## config.mk

```make
export PLATFORM = sky130hd
export DESIGN_NAME = iqe_fill_flat
export DESIGN_NICKNAME = d
export VERILOG_FILES = /design/src/rtl/iqe_fill_pkg.sv /design/src/rtl/iqe_fill_if.sv /design/src/rtl/iqe_fill_compact4.sv /design/src/rtl/iqe_fill.sv /design/src/flat_wrapper.sv
export SDC_FILE = /design/constraint.sdc
export NUM_CORES = 1
export LEC_CHECK = 0
export BUFFER_PORTS_ARGS = -buffer_cell sky130_fd_sc_hd__buf_2
export CAP_MARGIN = 20
export CORE_MARGIN = 5
export CORE_UTILIZATION = 40
export CTS_CLUSTER_DIAMETER = 60
export CTS_CLUSTER_SIZE = 28
export DETAILED_ROUTE_END_ITERATION = 10
export SYNTH_ARGS = -nofsm -noshare
export SYNTH_HDL_FRONTEND = slang
export SYNTH_SLANG_ARGS = --single-unit
export TNS_END_PERCENT = 10
```

## constraint.sdc

```tcl
create_clock -name clk -period 8.7 [get_ports clk]
set_input_delay 0.435 -clock clk [delete_from_list [all_inputs] [get_ports clk]]
set_output_delay 0.435 -clock clk [all_outputs]
set_load 0.02 [all_outputs]
```

## src/rtl/iqe_fill_pkg.sv

```systemverilog
// Shared types and helpers for the instruction-queue extra-data fill path.
// Lane payload width is the instruction-queue extra-data width.
package iqe_fill_pkg;

  localparam int IQE_LANES = 4;

  localparam int IQE_DATA_WIDTH = 16;

  // One-hot entry count: bit n set means n valid entries (0..4).
  typedef logic [IQE_LANES:0] iqe_onehot_t;

  localparam iqe_onehot_t IQE_IDLE_CNT = iqe_onehot_t'(1);

  typedef struct packed {
    logic                                      valid;
    iqe_onehot_t                               cnt;
    logic [IQE_LANES-1:0][IQE_DATA_WIDTH-1:0]  data;
  } iqe_slot_t;

  function automatic iqe_onehot_t iqe_cnt_onehot(input logic [2:0] n);
    return iqe_onehot_t'(1) << n;
  endfunction

  // First valid lane of a top-aligned bundle is 4-n, so start is cnt bit-reversed.
  function automatic iqe_onehot_t iqe_start_of(input iqe_onehot_t cnt);
    iqe_onehot_t s;
    for (int i = 0; i <= IQE_LANES; i++) s[IQE_LANES-i] = cnt[i];
    return s;
  endfunction

endpackage

```

## src/rtl/iqe_fill_if.sv

```systemverilog
// Upstream bundle handshake plus queue write bus for iqe_fill.
// master = the fill block (drives in_ready and write_*), slave = its surroundings.
interface iqe_fill_if #(
  parameter int DATA_WIDTH = iqe_fill_pkg::IQE_DATA_WIDTH
);
  logic                  except;
  logic                  except_thread;
  logic                  in_valid;
  logic                  in_ready;
  logic                  in_thread;
  logic [3:0]            in_mask;
  logic [DATA_WIDTH-1:0] in_data0;
  logic [DATA_WIDTH-1:0] in_data1;
  logic [DATA_WIDTH-1:0] in_data2;
  logic [DATA_WIDTH-1:0] in_data3;
  logic                  fStall;
  logic                  doFStall;
  logic                  write_wen;
  logic                  write_thread;
  logic [4:0]            write_cnt;
  logic [4:0]            write_start;
  logic [DATA_WIDTH-1:0] write_data0;
  logic [DATA_WIDTH-1:0] write_data1;
  logic [DATA_WIDTH-1:0] write_data2;
  logic [DATA_WIDTH-1:0] write_data3;

  modport master (
    input  except, except_thread, in_valid, in_thread, in_mask,
           in_data0, in_data1, in_data2, in_data3, fStall, doFStall,
    output in_ready, write_wen, write_thread, write_cnt, write_start,
           write_data0, write_data1, write_data2, write_data3
  );

  modport slave (
    output except, except_thread, in_valid, in_thread, in_mask,
           in_data0, in_data1, in_data2, in_data3, fStall, doFStall,
    input  in_ready, write_wen, write_thread, write_cnt, write_start,
           write_data0, write_data1, write_data2, write_data3
  );
endinterface

```

## src/rtl/iqe_fill_compact4.sv

```systemverilog
// Combinational compaction of a sparse 4-lane bundle into top-aligned lanes.
// The k-th set mask bit (ascending) lands in lane 4-n+k; unused lanes are zero.
module iqe_compact4
  import iqe_fill_pkg::*;
#(
  parameter int DATA_WIDTH = IQE_DATA_WIDTH
) (
  input  logic [IQE_LANES-1:0]                 mask,
  input  logic [IQE_LANES-1:0][DATA_WIDTH-1:0] din,
  output logic [IQE_LANES-1:0][DATA_WIDTH-1:0] dout,
  output logic [2:0]                           cnt
);

  logic [2:0] pos;

  always_comb begin
    cnt  = 3'd0;
    dout = '0;
    for (int i = 0; i < IQE_LANES; i++) cnt = cnt + 3'(mask[i]);
    pos = 3'd4 - cnt;
    for (int i = 0; i < IQE_LANES; i++) begin
      if (mask[i]) begin
        dout[pos[1:0]] = din[i];
        pos            = pos + 3'd1;
      end
    end
  end

endmodule

```

## src/rtl/iqe_fill.sv

```systemverilog
// Dual-thread write-side producer for the instruction-queue extra-data FIFO.
// Optional zero-latency path enabled by defining IQE_FILL_BYPASS_EN.
module iqe_fill
  import iqe_fill_pkg::*;
#(
  parameter int DATA_WIDTH = IQE_DATA_WIDTH
) (
  input logic        clk,
  input logic        rst,
  iqe_fill_if.master bus
);

  if (DATA_WIDTH != IQE_DATA_WIDTH) begin : g_width_chk
    $error("iqe_fill: DATA_WIDTH must equal iqe_fill_pkg::IQE_DATA_WIDTH");
  end

  logic [IQE_LANES-1:0][DATA_WIDTH-1:0] cmp_data_p0;
  logic [2:0]                           cmp_n_p0;

  iqe_slot_t   slot_p1 [2];
  logic        rr_p1;

  logic        stall;
  logic        any_vld;
  logic        sel;
  logic        reg_wen;
  logic        drain;
  logic        accept;
  logic        byp;
  logic        out_wen;
  logic        out_thread;
  iqe_onehot_t out_cnt;
  logic [IQE_LANES-1:0][DATA_WIDTH-1:0] out_data;

  // ---- stage p0: compaction of the incoming bundle ----
  iqe_compact4 #(.DATA_WIDTH(DATA_WIDTH)) u_compact (
    .mask (bus.in_mask),
    .din  ({bus.in_data3, bus.in_data2, bus.in_data1, bus.in_data0}),
    .dout (cmp_data_p0),
    .cnt  (cmp_n_p0)
  );

  assign stall   = bus.fStall | bus.doFStall;
  assign any_vld = slot_p1[0].valid | slot_p1[1].valid;
  // Both full -> round robin; otherwise whichever is full (thread0 when idle).
  assign sel     = (slot_p1[0].valid & slot_p1[1].valid) ? rr_p1 : slot_p1[1].valid;
  assign reg_wen = any_vld & ~(bus.except & (bus.except_thread == sel));
  assign drain   = reg_wen & ~stall;

  // Depends only on slot state and drain, never on in_valid.
  assign bus.in_ready = ~slot_p1[bus.in_thread].valid | (drain & (sel == bus.in_thread));
  assign accept       = bus.in_valid & bus.in_ready;

`ifdef IQE_FILL_BYPASS_EN
  assign byp = bus.in_valid & (cmp_n_p0 != 3'd0) & ~any_vld & ~stall &
               ~(bus.except & (bus.except_thread == bus.in_thread));
`else
  assign byp = 1'b0;
`endif

  // ---- stage p1: per-thread holding slots and round-robin pointer ----
  always_ff @(posedge clk) begin
    if (rst) begin
      slot_p1[0].valid <= 1'b0;
      slot_p1[1].valid <= 1'b0;
      rr_p1            <= 1'b0;
    end else begin
      for (int t = 0; t < 2; t++) begin
        if (bus.except && (bus.except_thread == 1'(t))) begin
          slot_p1[t].valid <= 1'b0;
        end else if (accept && (bus.in_thread == 1'(t)) && !byp) begin
          slot_p1[t].valid <= (cmp_n_p0 != 3'd0);
          slot_p1[t].cnt   <= iqe_cnt_onehot(cmp_n_p0);
          slot_p1[t].data  <= cmp_data_p0;
        end else if (drain && (sel == 1'(t))) begin
          slot_p1[t].valid <= 1'b0;
        end
      end
      if (drain)    rr_p1 <= ~sel;
      else if (byp) rr_p1 <= ~bus.in_thread;
    end
  end

  // ---- write bus: idle encoding whenever no write is offered ----
  always_comb begin
    out_wen    = 1'b0;
    out_thread = sel;
    out_cnt    = IQE_IDLE_CNT;
    out_data   = '0;
    if (byp) begin
      out_wen    = 1'b1;
      out_thread = bus.in_thread;
      out_cnt    = iqe_cnt_onehot(cmp_n_p0);
      out_data   = cmp_data_p0;
    end else if (reg_wen) begin
      out_wen    = 1'b1;
      out_cnt    = slot_p1[sel].cnt;
      out_data   = slot_p1[sel].data;
    end
  end

  assign bus.write_wen    = out_wen;
  assign bus.write_thread = out_thread;
  assign bus.write_cnt    = out_cnt;
  assign bus.write_start  = iqe_start_of(out_cnt);
  assign bus.write_data0  = out_data[0];
  assign bus.write_data1  = out_data[1];
  assign bus.write_data2  = out_data[2];
  assign bus.write_data3  = out_data[3];

endmodule

```

## src/flat_wrapper.sv

```systemverilog
// flat-port wrapper written by rule: the top's interface ports become plain ports
module iqe_fill_flat import iqe_fill_pkg::*;
#(
  parameter int DATA_WIDTH = IQE_DATA_WIDTH
)
  (clk, rst, bus_except, bus_except_thread, bus_in_valid, bus_in_thread, bus_in_mask, bus_in_data0, bus_in_data1, bus_in_data2, bus_in_data3, bus_fStall, bus_doFStall, bus_in_ready, bus_write_wen, bus_write_thread, bus_write_cnt, bus_write_start, bus_write_data0, bus_write_data1, bus_write_data2, bus_write_data3);
  iqe_fill_if #(.DATA_WIDTH(DATA_WIDTH)) bus_i ();
  input logic clk;
  input logic rst;
  input wire logic [$bits(bus_i.except)-1:0] bus_except;
  input wire logic [$bits(bus_i.except_thread)-1:0] bus_except_thread;
  input wire logic [$bits(bus_i.in_valid)-1:0] bus_in_valid;
  input wire logic [$bits(bus_i.in_thread)-1:0] bus_in_thread;
  input wire logic [$bits(bus_i.in_mask)-1:0] bus_in_mask;
  input wire logic [$bits(bus_i.in_data0)-1:0] bus_in_data0;
  input wire logic [$bits(bus_i.in_data1)-1:0] bus_in_data1;
  input wire logic [$bits(bus_i.in_data2)-1:0] bus_in_data2;
  input wire logic [$bits(bus_i.in_data3)-1:0] bus_in_data3;
  input wire logic [$bits(bus_i.fStall)-1:0] bus_fStall;
  input wire logic [$bits(bus_i.doFStall)-1:0] bus_doFStall;
  output wire logic [$bits(bus_i.in_ready)-1:0] bus_in_ready;
  output wire logic [$bits(bus_i.write_wen)-1:0] bus_write_wen;
  output wire logic [$bits(bus_i.write_thread)-1:0] bus_write_thread;
  output wire logic [$bits(bus_i.write_cnt)-1:0] bus_write_cnt;
  output wire logic [$bits(bus_i.write_start)-1:0] bus_write_start;
  output wire logic [$bits(bus_i.write_data0)-1:0] bus_write_data0;
  output wire logic [$bits(bus_i.write_data1)-1:0] bus_write_data1;
  output wire logic [$bits(bus_i.write_data2)-1:0] bus_write_data2;
  output wire logic [$bits(bus_i.write_data3)-1:0] bus_write_data3;
  assign bus_i.except = bus_except;
  assign bus_i.except_thread = bus_except_thread;
  assign bus_i.in_valid = bus_in_valid;
  assign bus_i.in_thread = bus_in_thread;
  assign bus_i.in_mask = bus_in_mask;
  assign bus_i.in_data0 = bus_in_data0;
  assign bus_i.in_data1 = bus_in_data1;
  assign bus_i.in_data2 = bus_in_data2;
  assign bus_i.in_data3 = bus_in_data3;
  assign bus_i.fStall = bus_fStall;
  assign bus_i.doFStall = bus_doFStall;
  assign bus_in_ready = bus_i.in_ready;
  assign bus_write_wen = bus_i.write_wen;
  assign bus_write_thread = bus_i.write_thread;
  assign bus_write_cnt = bus_i.write_cnt;
  assign bus_write_start = bus_i.write_start;
  assign bus_write_data0 = bus_i.write_data0;
  assign bus_write_data1 = bus_i.write_data1;
  assign bus_write_data2 = bus_i.write_data2;
  assign bus_write_data3 = bus_i.write_data3;
  iqe_fill #(.DATA_WIDTH(DATA_WIDTH)) u_core (.clk(clk), .rst(rst), .bus(bus_i));
endmodule
```

==> flow_summary.yaml <==
run_status:
  outcome: "finished, final reports clean"
floorplan:
  io_pins: 153
  dieArea_um2: 24000
  initial_core_util_pct: 40.35
  die_w_um: 154.9
  fp.dieH_um: 154.9
  fp-row-count: 53
  core-area_um2: 20820
sta:
  fmax_mhz: 272.4
  tns_ns: 0
  fin_crit_ns: 3.671
  rsz0062_at_grt: "no"
  worstMarginPinSlew_ns: 1.045
  fin_worst_skew_ns: 0.005942
  slew_violations: 0
  setup_violations: 0
  relSlewSlack_pct: 30.28
  hold_viol_final: 0
  postLayoutSetupSlackWorst_ns: 5.029
  post-route-period-util_pct: 42.19
clock_tree:
  cts.sinks: 141
  htreeDepth: 4
  clkTransAtPathRegs_ns: 0.06
  hold_buffers: 0
  cts_repair_resize_count: 0
  cts.path.max_buffers: 2
  clock_latency_ns: 0.42
  cts_setup_buffers: 0
  cts_buffers: 17
  tritoncts: "done"
  root_buffer: "clkbuf_16"
global_route:
  grt_pass1_vias: 6985
  grt_use_total_pct: 22.46
  antenna_found_initial: 1
  grt_max_degree: 71
  grt_pass1_wl_um: 41250
  grt-ovfl-total: 0
route:
  drt_iter0_markers: 791
  firstDrtPassIters: 5
  ant_nets: 0
  drc: 0
  wl_per_cell_um: 22.59
  vias: 7284
  vias_per_cell: 5.956
  totalWireLength_um: 27630
synth:
  synth_top_area_share_pct: 50.04
  async_reset_ff_share_pct: 0
  syn-instance-count: 823
  syn_area_um2: 8402
  yosysTopAreaCell: "edfxtp_1"
  synth_edf_count: 140
  synth_fp_nets: 911
  synth-seq-cells: 141
  synth_area_leaders: "edfxtp_1 (50%), nand2_1 (6.7%), a21oi_1 (5.5%)"
  syn_area_per_cell_um2: 10.21
  synth_warnings: 0
  ys_types: 67
  yosys-top-cells-count: "nand2_1 (150), edfxtp_1 (140), a21oi_1 (92)"
  ys_seq_area_share_pct: 50.28
  synth_most_common_cell: "nand2_1"
  ys.flop_type: "edfxtp_1"
power_and_ir_drop:
  power_mw: 2.115
  p_leak_nw: 3.650
  cellPowerDensity_nw_per_um2: 214.9
  ir_drop_v: 0.0001336
placement:
  preCtsSetupSlack_ns: 4.674
  place_hpwl_um: 18210
  globalplace.congestion: 0.8749
  dp.cells: 1191
  portBuffers: 152
layout:
  antenna_cells: 0
  instances_no_fill: 1223
  nFillCells: 1971
  area_growth_pct: 17.11
  utilization_pct: 47.25
  drive_gt1_share_pct: 27.11
  finalNetCount: 1023
hold_path:
  hold_class: "primary input to flop"
critical_path:
  crit_fanout: 28
  cp-start-kind: "primary input"
  critical_path_class: "primary input to flop"
  critPathArrivalTime_ns: 3.93
  critPathCaptureType: "flop"
  required_ns: 8.96
job:
  cap_viol_max_count: 0
==> layer usage <==
metal,global-route usage [%],vias to the layer above,wire [um]
met5,0,-,13
met4,8.663,2,959
met3,4.673,63,2310
met2,35.97,365,13120
met1,30.04,3501,11230
li1,-,3353,-
==> cell families after synthesis <==
group	after synthesis	share of synthesized area (%)
AO/OA/AOI/OAI	265	23.45
adder cells (fa/ha/maj)	12	1.876
buffers and inverters	79	5.465
flip-flops	141	50.28
AND/OR/NAND/NOR	326	18.93
==> layout make-up <==
class | count | area, um^2 | area share, %
flip-flops and latches | 141 | 4224 | 42.93
multi-input cells | 603 | 3749 | 38.10
repair buffers | 162 | 843.3 | 8.571
clock buffers | 17 | 425.4 | 4.323
well taps | 275 | 344.1 | 3.497
clock inverters | 15 | 216.5 | 2.200
inverters | 10 | 37.54 | 0.3815
==> placed cells by master, fill, tap and decap left out, drive strengths merged, types with 2 or more instances in the layout <==
cell,netlist,layout
edfxtp,140,140
bufinv,0,5
o22ai,67,67
nor2,54,54
nor3b,2,2
a221oi,46,46
a211oi,18,18
clkinvlp,0,2
nand3,10,10
o21ai,3,3
inv,10,12
nor2b,6,6
or2,2,2
buf,47,162
or2b,4,4
o311ai,2,2
a21oi,92,92
o2bb2ai,2,2
and2,23,23
a31oi,5,5
or4b,2,2
clkinv,0,6
nor3,48,48
ha,11,11
o21bai,2,2
a31o,2,2
a22oi,15,15
clkbuf,22,17
nand2,152,152
nand2b,16,16
==> flip-flops by register name, indices dropped and copies added (netlist names) <==
signal          flops
u_core.slot_p1    140
u_core.rr_p1        1
==> path summary, 6_finish.rpt <==
path	slack [ns]	from	end	cells past startpoint
worst max-delay path	5.03	bus_in_mask[3]	u_core.slot_p1[0][57]$_DFFE_PP_	9
worst min-delay path	0.30	rst	u_core.rr_p1$_SDFFE_PP0P_	2
worst max register to register	6.22	u_core.slot_p1[1][69]$_SDFFCE_PP0P_	u_core.slot_p1[0][4]$_DFFE_PP_	4
worst min register to register	0.61	u_core.rr_p1$_SDFFE_PP0P_	u_core.rr_p1$_SDFFE_PP0P_	2
==> critical path, cell delays in order <==
cell and delay [ns]:
buf_2 0.45, fa_1 0.51, ha_1 0.50, inv_1 0.17
ha_1 0.26, or2_4 0.29, a31oi_2 0.77, a221oi_1 0.28
nor3_2 0.24
==> power by group <==
| part | switching, mW | internal, mW |
|---|---|---|
| sequential | 0.00773 | 0.791 |
| clock | 0.292 | 0.507 |
| combinational | 0.357 | 0.160 |
| total | 0.657 | 1.46 |
==> per-stage QoR <==
step	hold slack [ns]	cell area (um^2)
floorplan	0.5125	8402
global placement	0.5957	9183
detailed placement	0.6015	9198
CTS	0.2889	9839
global route	0.3235	9839
finish	0.3041	9839
Power figures use the tool's default switching activity.
